File: src/rtl/jpeg_pkg.sv
// Shared widths and helpers for the JPEG front-end pixel path.
// Latency: n/a (types, constants and a combinational helper only).
// Backpressure: n/a.
package jpeg_pkg;

    localparam int PIX_W    = 8;
    localparam int ROW_N    = 8;
    localparam int BLK_ROWS = 8;

    // pixel - 128 in two's complement is the pixel with its MSB inverted
    function automatic logic [PIX_W-1:0] level_shift(input logic [PIX_W-1:0] pix);
        return {~pix[PIX_W-1], pix[PIX_W-2:0]};
    endfunction

endpackage

File: src/rtl/dct_row_gather_row_bank.sv
// One row buffer: N pixel slots written one at a time, read out in parallel, plus a full flag.
// Latency: a write or a flag change is visible the cycle after the edge that performs it.
// Backpressure: none here; the parent only writes a bank whose full flag is clear.
module row_bank
    import jpeg_pkg::*;
#(
    parameter int N = ROW_N
) (
    input  logic                   clk,
    input  logic                   rst,
    input  logic                   i_wr_en,
    input  logic [$clog2(N)-1:0]   i_wr_slot,
    input  logic [PIX_W-1:0]       i_wr_dat,
    input  logic                   i_set_full,
    input  logic                   i_clr_full,
    output logic                   o_full,
    output logic [PIX_W*N-1:0]     o_row
);

    logic [N-1:0][PIX_W-1:0] r_data;
    logic                    r_full;

    // sample storage: one slot written per accepted pixel
    always_ff @(posedge clk or negedge rst) begin
        if (!rst) begin
            r_data <= '0;
        end else if (i_wr_en) begin
            r_data[i_wr_slot] <= i_wr_dat;
        end
    end

    // full flag: clear wins so a flush always empties the bank
    always_ff @(posedge clk or negedge rst) begin
        if (!rst) begin
            r_full <= 1'b0;
        end else if (i_clr_full) begin
            r_full <= 1'b0;
        end else if (i_set_full) begin
            r_full <= 1'b1;
        end
    end

    assign o_full = r_full;
    assign o_row  = r_data;

endmodule

File: src/rtl/dct_row_gather.sv
// Gathers one pixel per clock into N-sample rows (optional -128 level shift) for the DCT row stage.
// Latency: row is presented the cycle after its N-th pixel is accepted.
// Backpressure: ping-pong banks; in_ready drops only when both banks are full, from registered state only.
module dct_row_gather
    import jpeg_pkg::*;
#(
    parameter int N           = ROW_N,
    parameter int ROWS        = BLK_ROWS,
    parameter int LEVEL_SHIFT = 1
) (
    input  logic                 clk,
    input  logic                 rst,
    input  logic                 flush,
    input  logic [PIX_W-1:0]     in_pix,
    input  logic                 in_valid,
    output logic                 in_ready,
    output logic [PIX_W*N-1:0]   out_row,
    output logic                 out_valid,
    input  logic                 out_ready,
    output logic [2:0]           out_row_idx,
    output logic                 out_last
);

    localparam int CW = $clog2(N);

    logic [CW-1:0]      r_wr_cnt;
    logic               r_wr_bank;
    logic               r_rd_bank;
    logic [2:0]         r_row_idx;

    logic [1:0]         w_full;
    logic [PIX_W*N-1:0] w_row0;
    logic [PIX_W*N-1:0] w_row1;
    logic               w_accept;
    logic               w_xfer;
    logic               w_row_done;
    logic [PIX_W-1:0]   w_wr_dat;

    // flush drops any accept or transfer in the same cycle
    assign w_accept   = in_valid && in_ready && !flush;
    assign w_xfer     = out_valid && out_ready && !flush;
    assign w_row_done = w_accept && (r_wr_cnt == CW'(N - 1));
    assign w_wr_dat   = (LEVEL_SHIFT != 0) ? level_shift(in_pix) : in_pix;

    row_bank #(.N(N)) u_bank0 (
        .clk        (clk),
        .rst        (rst),
        .i_wr_en    (w_accept && !r_wr_bank),
        .i_wr_slot  (r_wr_cnt),
        .i_wr_dat   (w_wr_dat),
        .i_set_full (w_row_done && !r_wr_bank),
        .i_clr_full (flush || (w_xfer && !r_rd_bank)),
        .o_full     (w_full[0]),
        .o_row      (w_row0)
    );

    row_bank #(.N(N)) u_bank1 (
        .clk        (clk),
        .rst        (rst),
        .i_wr_en    (w_accept && r_wr_bank),
        .i_wr_slot  (r_wr_cnt),
        .i_wr_dat   (w_wr_dat),
        .i_set_full (w_row_done && r_wr_bank),
        .i_clr_full (flush || (w_xfer && r_rd_bank)),
        .o_full     (w_full[1]),
        .o_row      (w_row1)
    );

    // fill side: slot counter and bank pointer advance per accepted pixel
    always_ff @(posedge clk or negedge rst) begin
        if (!rst) begin
            r_wr_cnt  <= '0;
            r_wr_bank <= 1'b0;
        end else if (flush) begin
            r_wr_cnt  <= '0;
            r_wr_bank <= 1'b0;
        end else if (w_accept) begin
            if (w_row_done) begin
                r_wr_cnt  <= '0;
                r_wr_bank <= !r_wr_bank;
            end else begin
                r_wr_cnt  <= r_wr_cnt + 1'b1;
            end
        end
    end

    // drain side: bank pointer and block row index advance per delivered row
    always_ff @(posedge clk or negedge rst) begin
        if (!rst) begin
            r_rd_bank <= 1'b0;
            r_row_idx <= '0;
        end else if (flush) begin
            r_rd_bank <= 1'b0;
            r_row_idx <= '0;
        end else if (w_xfer) begin
            r_rd_bank <= !r_rd_bank;
            r_row_idx <= (r_row_idx == 3'(ROWS - 1)) ? 3'd0 : r_row_idx + 3'd1;
        end
    end

    assign in_ready    = !w_full[r_wr_bank];
    assign out_valid   = w_full[r_rd_bank];
    assign out_row     = r_rd_bank ? w_row1 : w_row0;
    assign out_row_idx = r_row_idx;
    assign out_last    = out_valid && (r_row_idx == 3'(ROWS - 1));

endmodule

File: config.mk
export PLATFORM = sky130hd
export DESIGN_NAME = dct_row_gather
export DESIGN_NICKNAME = d
export VERILOG_FILES = /design/src/rtl/jpeg_pkg.sv /design/src/rtl/dct_row_gather_row_bank.sv /design/src/rtl/dct_row_gather.sv
export SDC_FILE = /design/constraint.sdc
export NUM_CORES = 1
export LEC_CHECK = 0
export BUFFER_PORTS_ARGS = -buffer_cell sky130_fd_sc_hd__buf_2
export CORE_MARGIN = 2
export CORE_UTILIZATION = 40
export DETAILED_ROUTE_END_ITERATION = 6
export SLEW_MARGIN = 0
export SYNTH_ARGS = -nofsm -noshare
export SYNTH_HDL_FRONTEND = slang
export SYNTH_HIERARCHICAL = 1
export SYNTH_SLANG_ARGS = --single-unit
File: constraint.sdc
create_clock -name clk -period 3.1 [get_ports clk]
set_input_delay 0 -clock clk [delete_from_list [all_inputs] [get_ports clk]]
set_output_delay 0 -clock clk [all_outputs]
set_load 0.03 [all_outputs]
==> impl_metrics.csv <==
group,metric,value,unit
global_route,grt_max_degree,65,
global_route,grt_usage,0.168,
final_layout,drive_gt1_frac,0.608,
final_layout,syn2layout_area_growth,18.8,%
sta,fin_crit,2510,ps
synthesis,synth_top_area_frac,0.544,
floorplan,initial_utilization,0.404,
synthesis,synthCells,418,
sta,timing.setup.tns,0,ps
route,drt_first_pass_iters,5,
synthesis,yosysTopAreaCell,"dfrtp_1",
status,status,"finished clean",
route,totalWireLength,13.3,mm
floorplan,dieArea,16900,sq um
synthesis,syn_nets,435,
power_and_ir_drop,design_power_total,4.53,mW
min_path,hold_path_class,"in2async",
power_and_ir_drop,p_int,3.31,mW
global_route,antenna_found_initial,0,
sta,timing.fmax,399,MHz
global_route,grt_pass1_wl,21.2,mm
global_route,grt_pass1_vias,3858,
synthesis,syn_area,6350,sq um
route,drt_iter0_markers,229,
sta,rsz0062_at_grt,"false",
synthesis,netlist_top_cells_area,"dfrtp_1 54%, mux2_2 31%, mux2_4 3.8%",
route,drc,0,
final_layout,antenna_cells_inserted,0,
cts,cts-root-buf,"clkbuf_16",
power_and_ir_drop,ir_worst_vdd,497,uV
synthesis,synthArstFlopShare,1.00,
route,viasPerCell,5.11,
setup_path,worst_ep_required_time,3390,ps
place,gp_congestion,0.725,
cts,cts.sinks,138,
flow_run,cap_viol_max_count,0,
floorplan,core,15700,sq um
sta,final_max_slew_viol_count,0,
sta,hold_ws,97.5,ps
cts,h-tree-depth,4,
sta,fin_crit_sh,0.809,
floorplan,die_x,130,microns
synthesis,ys_ff_latch,138,
setup_path,crit_arrival,2800,ps
floorplan,row_count,46,
power_and_ir_drop,combPwrFrac,0.164,
floorplan,die_h,130,microns
sta,finalSetupViolCount,0,
power_and_ir_drop,power.density,600,nW/um^2
setup_path,r2r_setup_slack,590,ps
synthesis,yosysUniqueCellTypes,30,
global_route,grt-ovfl-total,0,
route,vias,3773,
final_layout,nFillCells,1413,
place,dpl_cell_area,6970,sq um
place,numPortBuffers,82,
synthesis,ys.flop_type,"dfrtp_1",
setup_path,crit_fanout,9,
sta,hold_viol_final,0,
setup_path,worstSetupEndpointType,"flop",
cts,post-cts-setup-buffers,0,
sta,tightest_slew,965,ps
synthesis,synth_edf_count,0,
cts,clk_latency,410,ps
cts,cts_tree,"yes",
setup_path,worstSetupStartpointType,"flop",
route,avgRoutedWirePerCell,18.0,microns
power_and_ir_drop,share_seq_of_total_power,0.441,
route,ant_nets,0,
cts,cts_buffers,17,
final_layout,fin_area,7540,sq um
synthesis,yosysWarnings,6,
synthesis,avgSynthCellArea,15.2,sq um
sta,skew,4.79,ps
final_layout,finish.utilization,0.480,
cts,cts_buffer_depth,2,
power_and_ir_drop,swShare,0.267,
synthesis,ys_seq_area_frac,0.544,
sta,maxSlewHeadroom,0.355,
final_layout,fin_nets,528,
setup_path,critPathKind,"reg2reg",
power_and_ir_drop,p_leak,3.79,nW
place,hpwlAfterDp,8.48,mm
cts,clk_pin_slew,60,ps
power_and_ir_drop,switching_power,1.21,mW
power_and_ir_drop,power.share.clock,0.395,
floorplan,pin_count,83,
==> cell families (layout without fill, tap and decap cells) <==
kind of cell               count (synthesis)  after routing  synth area share
adders and majority gates                  4              4           0.00789
buffers and inverters                     26            131            0.0266
and+or+nand+nor                           44             44            0.0538
muxes                                    194            194             0.354
DFF                                      138            138             0.544
AOI/OAI and AO/OA                         12             12            0.0138
==> power by group through the flow <==
stage / Combinational, mW / Clock [mW] / Sequential [mW]
after global placement: 0.738 / 0 / 2.02
after floorplan: 0.532 / 0 / 2.00
after detailed placement: 0.748 / 0 / 2.03
after global routing: 0.790 / 1.91 / 2.01
after CTS: 0.755 / 1.84 / 2.00
final: 0.742 / 1.79 / 2.00
==> placed cells by master, fill, tap and decap left out, drive strengths merged, types with 5 or more instances in the layout <==
| cell | n |
|---|---|
| buf | 92 |
| nor2 | 9 |
| dlygate4sd3 | 5 |
| mux2 | 192 |
| dfrtp | 138 |
| nand4b | 9 |
| nand2b | 5 |
| nor4bb | 6 |
| clkbuf | 29 |
| o21ai | 6 |
==> critical path, stage by stage (launching register included) <==
cell and delay [ps]:
dfrtp_1 460, nor4b_2 860, nand4b_1 610, mux2_2 460
==> metrics by stage <==
stage | cells | worst slack [ps]
3_5_place_dp | 703 | 599
5_1_grt | 739 | 513
2_1_floorplan | 418 | 1260
6_report | 739 | 592
3_3_place_gp | 703 | 732
4_1_cts | 739 | 583
==> metal layers <==
| metal | vias to the layer above | wire [microns] | global-route usage |
|---|---|---|---|
| li1 | 1721 | - | - |
| met1 | 1958 | 6190 | 0.227 |
| met2 | 75 | 6430 | 0.264 |
| met3 | 19 | 506 | 0.0418 |
| met4 | 0 | 167 | 0.0633 |
| met5 | - | 0 | 0 |
==> worst paths after layout <==
path | start | to | cells after the start
worst max-delay path | u_bank0/o_full$_DFFE_PN0P_ | u_bank0/o_row[26]$_DFFE_PN0P_ | 3
worst min-delay path | rst | u_bank1/o_row[46]$_DFFE_PN0P_ | 2
worst max register to register | u_bank0/o_full$_DFFE_PN0P_ | u_bank0/o_row[26]$_DFFE_PN0P_ | 3
worst min register to register | u_bank0/o_row[30]$_DFFE_PN0P_ | u_bank0/o_row[30]$_DFFE_PN0P_ | 1
max in group asynchronous | rst | u_bank1/o_row[12]$_DFFE_PN0P_ | 3
min in group clk | in_pix[1] | u_bank0/o_row[9]$_DFFE_PN0P_ | 2
==> area by class of cell <==
class / instances / area (sq um) / share of cell area
Clock inverter: 2 / 10.0 / 0.00133
Multi-Input combinational cell: 254 / 2730 / 0.362
Timing Repair Buffer: 97 / 551 / 0.0730
Sequential cell: 138 / 3450 / 0.458
Inverter: 3 / 11.3 / 0.00149
Tap cell: 216 / 270 / 0.0359
Clock buffer: 29 / 510 / 0.0677
==> Yosys cell counts, types with 2 or more instances <==
cell type,count
a21oi_1,2
and2_1,3
buf_2,15
buf_4,2
buf_6,6
dfrtp_1,138
ha_1,4
inv_1,3
mux2_2,176
mux2_4,16
nand2b_1,5
nand4_1,4
nand4b_1,9
nor2_1,9
nor4b_4,2
nor4bb_1,6
o21ai_0,3
o21ai_2,3
==> flip-flops by register name (all words and copies together), names as in the netlist <==
name	flops
r_rd_bank	1
r_wr_bank	1
u_bank0/o_full	1
u_bank0/o_row	64
u_bank1/o_full	1
r_wr_cnt	3
out_row_idx	3
u_bank1/o_row	64
==> what timing repair did <==
item	4_1_cts	5_1_grt
endpoints found under the hold margin	48	0
setup endpoints to repair	0	0
gates resized for setup	0	0
hold buffers	5	0
(Power assumes the default switching activity.)
